**src/rtl/add_arb_pkg.sv**
```systemverilog
// Shared types for the adder arbiter: FSM states, in-flight tag and default widths.
// Imported by add_arb_ctrl.
package add_arb_pkg;

    localparam int unsigned DEF_DATA_W = 8;
    localparam int unsigned DEF_RES_W  = DEF_DATA_W + 1;
    // Fixed tag index width covers the largest supported NUM_REQ (8).
    localparam int unsigned TAG_IDX_W  = 3;

    typedef enum logic [1:0] {
        StRun    = 2'd0,
        StDrain  = 2'd1,
        StHalted = 2'd2
    } arb_state_e;

    typedef struct packed {
        logic                 vld;
        logic [TAG_IDX_W-1:0] idx;
    } tag_t;

    function automatic logic [TAG_IDX_W-1:0] oh_to_idx(input logic [7:0] oh);
        logic [TAG_IDX_W-1:0] idx;
        idx = '0;
        for (int i = 0; i < 8; i++) begin
            if (oh[i]) begin
                idx = i[TAG_IDX_W-1:0];
            end
        end
        return idx;
    endfunction

endpackage

```
**src/rtl/rr_arbiter.sv**
```systemverilog
// Round-robin arbiter with a registered pointer; the search starts just above the
// last granted index. Reset points at NUM_REQ-1 so requester 0 has first priority.
module rr_arbiter #(
    parameter int unsigned NUM_REQ = 4
) (
    input  logic               clock,
    input  logic               reset,
    input  logic [NUM_REQ-1:0] req,
    input  logic               advance,
    input  logic               enable,
    output logic [NUM_REQ-1:0] gnt
);

    localparam int unsigned PTR_W = (NUM_REQ > 1) ? $clog2(NUM_REQ) : 1;

    logic [PTR_W-1:0] r_ptr;
    logic [PTR_W-1:0] w_gnt_idx;
    logic [PTR_W-1:0] w_cand;
    logic             w_found;

    always_comb begin
        gnt       = '0;
        w_gnt_idx = r_ptr;
        w_cand    = r_ptr;
        w_found   = 1'b0;
        for (int k = 1; k <= int'(NUM_REQ); k++) begin
            w_cand = PTR_W'((int'(r_ptr) + k) % int'(NUM_REQ));
            if (enable && !w_found && req[w_cand]) begin
                gnt[w_cand] = 1'b1;
                w_gnt_idx   = w_cand;
                w_found     = 1'b1;
            end
        end
    end

    always_ff @(posedge clock) begin
        if (reset) begin
            r_ptr <= PTR_W'(NUM_REQ - 1);
        end else if (advance && w_found) begin
            r_ptr <= w_gnt_idx;
        end
    end

endmodule

```
**src/rtl/add_arb_ctrl.sv**
```systemverilog
// Shares one fixed-latency adder between NUM_REQ requesters with tag-based routing and
// drain/halt control. Define ADD_ARB_STATS_EN to add per-requester grant counters.
module add_arb_ctrl
    import add_arb_pkg::*;
#(
    parameter int unsigned NUM_REQ     = 4,
    parameter int unsigned DATA_W      = DEF_DATA_W,
    parameter int unsigned ADD_LATENCY = 2
) (
    input  logic                      clock,
    input  logic                      reset,
    input  logic [NUM_REQ-1:0]        req_valid,
    output logic [NUM_REQ-1:0]        req_ready,
    input  logic [NUM_REQ*DATA_W-1:0] req_a,
    input  logic [NUM_REQ*DATA_W-1:0] req_b,
    output logic                      add_in_valid,
    output logic [DATA_W-1:0]         add_in_a,
    output logic [DATA_W-1:0]         add_in_b,
    input  logic                      add_out_valid,
    input  logic [DATA_W:0]           add_out_result,
    output logic [NUM_REQ-1:0]        rsp_valid,
    output logic [DATA_W:0]           rsp_result,
    input  logic                      drain_req,
    output logic                      drain_done,
    output logic                      busy,
    output logic                      protocol_err
`ifdef ADD_ARB_STATS_EN
    ,
    output logic [NUM_REQ*16-1:0]     grant_cnt
`endif
);

    localparam int unsigned CNT_W = $clog2(ADD_LATENCY + 2);

    arb_state_e           r_state;
    logic                 r_drain_done;
    logic                 r_add_in_valid;
    logic [DATA_W-1:0]    r_add_in_a;
    logic [DATA_W-1:0]    r_add_in_b;
    logic [NUM_REQ-1:0]   r_rsp_valid;
    logic [DATA_W:0]      r_rsp_result;
    logic                 r_protocol_err;
    logic [CNT_W-1:0]     r_cnt;
    tag_t                 r_tag [ADD_LATENCY+1];

    logic                 w_arb_en;
    logic [NUM_REQ-1:0]   w_gnt;
    logic                 w_hs;
    logic [TAG_IDX_W-1:0] w_gnt_idx;
    logic [DATA_W-1:0]    w_sel_a;
    logic [DATA_W-1:0]    w_sel_b;
    tag_t                 w_tail;
    logic                 w_rsp;
    logic [NUM_REQ-1:0]   w_rsp_oh;

    // Reset also blocks grants so nothing is accepted while the pipe is being cleared.
    assign w_arb_en  = (r_state == StRun) && !drain_req && !reset;
    assign w_hs      = |(req_valid & w_gnt);
    assign w_gnt_idx = oh_to_idx(8'(w_gnt));

    rr_arbiter #(
        .NUM_REQ (NUM_REQ)
    ) u_rr_arbiter (
        .clock   (clock),
        .reset   (reset),
        .req     (req_valid),
        .advance (w_hs),
        .enable  (w_arb_en),
        .gnt     (w_gnt)
    );

    always_comb begin
        w_sel_a = '0;
        w_sel_b = '0;
        for (int i = 0; i < int'(NUM_REQ); i++) begin
            if (w_gnt[i]) begin
                w_sel_a = req_a[i*DATA_W +: DATA_W];
                w_sel_b = req_b[i*DATA_W +: DATA_W];
            end
        end
    end

    always_ff @(posedge clock) begin
        if (reset) begin
            r_add_in_valid <= 1'b0;
            r_add_in_a     <= '0;
            r_add_in_b     <= '0;
        end else begin
            r_add_in_valid <= w_hs;
            if (w_hs) begin
                r_add_in_a <= w_sel_a;
                r_add_in_b <= w_sel_b;
            end
        end
    end

    // Stage 0 lines up with add_in_valid; stage ADD_LATENCY lines up with add_out_valid.
    always_ff @(posedge clock) begin
        if (reset) begin
            for (int i = 0; i <= int'(ADD_LATENCY); i++) begin
                r_tag[i] <= '0;
            end
        end else begin
            r_tag[0] <= '{vld: w_hs, idx: w_gnt_idx};
            for (int i = 1; i <= int'(ADD_LATENCY); i++) begin
                r_tag[i] <= r_tag[i-1];
            end
        end
    end

    assign w_tail = r_tag[ADD_LATENCY];
    assign w_rsp  = w_tail.vld && add_out_valid;

    always_comb begin
        w_rsp_oh = '0;
        for (int i = 0; i < int'(NUM_REQ); i++) begin
            if (w_rsp && (w_tail.idx == i[TAG_IDX_W-1:0])) begin
                w_rsp_oh[i] = 1'b1;
            end
        end
    end

    always_ff @(posedge clock) begin
        if (reset) begin
            r_rsp_valid    <= '0;
            r_rsp_result   <= '0;
            r_protocol_err <= 1'b0;
        end else begin
            r_rsp_valid <= w_rsp_oh;
            if (w_rsp) begin
                r_rsp_result <= add_out_result;
            end
            if (w_tail.vld != add_out_valid) begin
                r_protocol_err <= 1'b1;
            end
        end
    end

    always_ff @(posedge clock) begin
        if (reset) begin
            r_cnt <= '0;
        end else begin
            case ({w_hs, w_rsp})
                2'b10:   r_cnt <= r_cnt + CNT_W'(1);
                2'b01:   r_cnt <= r_cnt - CNT_W'(1);
                default: r_cnt <= r_cnt;
            endcase
        end
    end

    always_ff @(posedge clock) begin
        if (reset) begin
            r_state      <= StRun;
            r_drain_done <= 1'b0;
        end else begin
            unique case (r_state)
                StRun: begin
                    if (drain_req) begin
                        r_state <= StDrain;
                    end
                end
                StDrain: begin
                    // Completes even if drain_req drops; HALTED then exits on the next cycle.
                    if ((r_cnt == '0) && !r_add_in_valid) begin
                        r_state      <= StHalted;
                        r_drain_done <= 1'b1;
                    end
                end
                StHalted: begin
                    if (!drain_req) begin
                        r_state      <= StRun;
                        r_drain_done <= 1'b0;
                    end
                end
                default: begin
                    r_state      <= StRun;
                    r_drain_done <= 1'b0;
                end
            endcase
        end
    end

`ifdef ADD_ARB_STATS_EN
    logic [15:0] r_grant_cnt [NUM_REQ];

    for (genvar g = 0; g < NUM_REQ; g++) begin : g_stats
        always_ff @(posedge clock) begin
            if (reset) begin
                r_grant_cnt[g] <= '0;
            end else if (w_hs && w_gnt[g] && (r_grant_cnt[g] != 16'hFFFF)) begin
                r_grant_cnt[g] <= r_grant_cnt[g] + 16'd1;
            end
        end
        assign grant_cnt[g*16 +: 16] = r_grant_cnt[g];
    end
`endif

    assign req_ready    = w_gnt;
    assign add_in_valid = r_add_in_valid;
    assign add_in_a     = r_add_in_a;
    assign add_in_b     = r_add_in_b;
    assign rsp_valid    = r_rsp_valid;
    assign rsp_result   = r_rsp_result;
    assign drain_done   = r_drain_done;
    assign protocol_err = r_protocol_err;
    assign busy         = !reset && ((r_cnt != '0) || r_add_in_valid);

endmodule

```
**config.mk**
```make
export PLATFORM = sky130hd
export DESIGN_NAME = add_arb_ctrl
export DESIGN_NICKNAME = d
export VERILOG_FILES = /design/src/rtl/add_arb_pkg.sv /design/src/rtl/rr_arbiter.sv /design/src/rtl/add_arb_ctrl.sv
export SDC_FILE = /design/constraint.sdc
export NUM_CORES = 1
export LEC_CHECK = 0
export CAP_MARGIN = 20
export CORE_MARGIN = 2
export CORE_UTILIZATION = 28
export CTS_CLUSTER_DIAMETER = 150
export DETAILED_ROUTE_END_ITERATION = 8
export HOLD_SLACK_MARGIN = 0.15
export PLACE_DENSITY = 0.54
export REMOVE_ABC_BUFFERS = 1
export SYNTH_ARGS = -nofsm -noshare
export SYNTH_HDL_FRONTEND = slang
export SYNTH_SLANG_ARGS = --single-unit
```
**constraint.sdc**
```tcl
create_clock -name clock -period 9 [get_ports clock]
set_clock_uncertainty 0.15 [all_clocks]
set_input_delay 1.8 -clock clock [delete_from_list [all_inputs] [get_ports clock]]
set_output_delay 1.8 -clock clock [all_outputs]
set_load 0.03 [all_outputs]
```
==> flow_metrics.py <==
metrics = {
    "drt": {
        "route.vias.total": 2867,
        "routed_vias_inst": 4.935,
        "detail_route.drc_violations": 0,
        "detailedRoute.firstIterationViolations": 160,
        "route.final.wire_length_mm": 8.722,
        "drt-pass1-iter-count": 4,
        "wl_per_cell_um": 15.01,
        "detail-route-antenna-nets": 0,
    },
    "setup_path": {
        "worst_setup_path_end_kind": "output port",
        "critical_path_peak_fanout": 18,
        "startpoint_type": "input pin",
        "buffers_and_inverters_on_the_worst_path": 3,
        "cp_common_cell": "sky130_fd_sc_hd__clkdlybuf4s50_1",
        "crit_slowest_cell": "sky130_fd_sc_hd__clkdlybuf4s50_1",
        "worstPathRequired_ns": 7.05,
        "critical_path_class": "input pin to output port",
        "max_stage_delay_ns": 0.66,
        "arrival_ns": 4.99,
        "critical_path.top_delay_family": "buffers and inverters",
        "crit_chain": "clkdlybuf4s50_1 > mux4_2 > or3b_2 > a21o_1 > and3_4 > inv_1 > clkdlybuf4s50_1",
    },
    "placement": {
        "preCtsSetupSlack_ns": 2.084,
        "gpl.final_weighted_congestion": 0.8566,
        "detailedPlacementHpwl_mm": 6.438,
        "port_buffer_count": 117,
        "place_inst": 573,
        "post_placement_cell_area_um2": 4019,
    },
    "status": {
        "run_status": "complete, no violations",
    },
    "timing": {
        "final.min_clock_period_ns": 6.941,
        "final_critical_path_setup_slack_ns": 2.059,
        "achievable-frequency_mhz": 144.1,
        "setup_viol_count_final": 0,
        "hold_viol": 0,
        "tightest_slew_ns": 0.8140,
        "slew_headroom_pct": 45.58,
        "fin_setup_tns_ns": 0,
        "finalCritPeriodShare_pct": 77.12,
        "rsz_0062_raised_after_global_routing": "no",
        "finalMaxSlewViolations": 0,
    },
    "cts": {
        "clock_tree.htree_level_count": 2,
        "numClockSinks": 46,
        "clkLatencyLatePin_ns": 0.30,
        "ctsResizeCount": 0,
        "clk_transition_reported_paths_ns": 0.09,
        "cts_buffers": 5,
        "max-clock-path-buffers": 2,
        "tritoncts": "built",
        "root_buffer": "sky130_fd_sc_hd__clkbuf_8",
        "cts.repair_timing.setup_buffer_count": 0,
        "hold_buffers": 0,
    },
    "grt": {
        "grt_first_pass_wirelength_mm": 14.05,
        "overflow": 0,
        "number_of_antenna_violations_at_the_first_check_in_global_routing": 0,
        "gr-usage-all-layers_pct": 15.81,
        "grt_max_degree": 35,
        "first_global_vias": 2690,
    },
    "yosys": {
        "synth_cells": 350,
        "async_flop_share_pct": 0,
        "synthDistinctLibCells": 48,
        "post_synth_instance_area_um2": 2789,
        "postSynthRegisterBits": 46,
        "seq_area_frac_synth_pct": 33.02,
        "synth-warning-count": 0,
        "synth-edff-count": 0,
        "synthFlopType": "sky130_fd_sc_hd__dfxtp_1",
        "synth.avg_cell_area_um2": 7.968,
    },
    "cells_and_area": {
        "finish.net_count": 537,
        "total_inserted_antenna_cells": 0,
        "finish.instance_area_um2": 4131,
        "area_growth_syn_to_layout_pct": 48.14,
        "layout.cells.most_common": "sky130_fd_sc_hd__clkdlybuf4s50_1",
        "layoutNonFillerInstCount": 581,
        "final_layout_size_suffix_gt1_share_pct": 6.027,
        "layout.cells.most_common_list": "sky130_fd_sc_hd__clkdlybuf4s50_1, sky130_fd_sc_hd__dfxtp_1, sky130_fd_sc_hd__a21oi_1, sky130_fd_sc_hd__inv_1, sky130_fd_sc_hd__nand2_1",
    },
    "floorplan": {
        "rows": 36,
        "floorplan.core_area_um2": 9729,
        "initial_utilization_pct": 28.67,
        "dieArea_um2": 10770,
        "floorplan.die.width_um": 103.8,
        "ios": 118,
        "die_y_um": 103.8,
    },
    "job": {
        "drv_cap": 0,
    },
    "power_and_ir_drop": {
        "worst_ir_drop_vdd_uv": 62.81,
        "power.density_nw_per_um2": 213.2,
        "power.static_leakage_nw": 1.574,
    },
    "worst_hold_path": {
        "hp-class": "flop to flop",
    },
}
-- Yosys cell counts (all sizes together), types with 2 or more instances --
library cell	number	share of area, %
o21ai	23	4.3
ha	9	4.0
nand4	16	3.6
nand3b	2	0.54
a22oi	5	1.3
mux4	3	2.4
and3	2	0.63
nor3b	2	0.54
or4	2	0.81
nand2	25	3.4
or3b	4	1.3
inv	29	3.9
buf	12	3.3
a21o	3	0.81
dfxtp	46	33
a21oi	41	7.4
a31oi	17	3.8
nor3	4	0.72
nor4	2	0.45
or4b	2	0.72
nor2	23	3.1
o21a	2	0.54
nor2b	8	1.8
clkbuf	21	2.8
mux2i	12	4.3
o221ai	17	5.3
and3b	2	0.63
-- layer usage --
metal | global-route usage (%) | part of all wire [%] | up-vias
met1 | 21.51 | 48 | 1329
met3 | 2.517 | 4.4 | 6
met4 | 3.861 | 0.68 | 0
li1 | - | - | 1457
met5 | 0 | 0 | -
met2 | 26.13 | 47 | 75
-- flip-flops by register name (all words and copies together) (netlist names) --
register and flops:
r_tag 9, rsp_result 9, rsp_valid 4, drain_done 1
add_in_a 8, add_in_b 8, u_rr_arbiter.r_ptr 2, r_state 2
protocol_err 1, r_cnt 2
-- cells by family after synthesis --
family                   Yosys count  synth area share (%)
buffers and inverters             63                 10.14
adder cells (fa/ha/maj)            9                 4.038
AO/OA/AOI/OAI                    115                 25.66
AND/OR/NAND/NOR                  100                 19.79
XOR/XNOR                           2                0.6282
multiplexers                      15                 6.729
flip-flops                        46                 33.02
-- cell type report --
type | instances | area (um^2)
Clock buffer | 5 | 68.82
Multi-Input combinational cell | 241 | 1603
Timing Repair Buffer | 123 | 1216
Inverter | 30 | 112.6
Tap cell | 133 | 166.4
Sequential cell | 46 | 920.9
Fill cell | 1011 | 5598
Clock inverter | 3 | 43.79
-- per-stage QoR --
| step | hold slack (ns) | power, mW | util [%] |
|---|---|---|---|
| floorplan | 0.2638 | 0.5485 | - |
| global placement | 0.2684 | 0.7249 | 41.31 |
| detailed placement | 0.2712 | 0.7273 | 41.31 |
| CTS | 0.2936 | 0.8895 | 42.46 |
| global route | 0.3017 | 0.9390 | 42.46 |
| finish | 0.2907 | 0.8806 | 42.46 |
-- worst paths after layout --
path | cells past startpoint | slack (ns) | start | endpoint
worst max-delay path | 7 | 2.06 | req_valid[3] | req_ready[1]
worst min-delay path | 1 | 0.29 | r_tag[0][4]$_SDFF_PP0_ | r_tag[0][8]$_SDFF_PP0_
worst min register to register | 1 | 0.29 | r_tag[0][4]$_SDFF_PP0_ | r_tag[0][8]$_SDFF_PP0_
worst max register to register | 12 | 3.90 | u_rr_arbiter.r_ptr[0]$_SDFFE_PP1P_ | r_cnt[1]$_SDFFE_PP0P_
-- power by group --
part           switching (mW)  total (mW)  leakage (nW)  internal, mW
sequential             0.0369       0.289         0.375         0.252
clock                  0.0762       0.160        0.0585        0.0834
combinational           0.239       0.433          1.14         0.194
No activity file was read; power rests on OpenSTA's default activity.
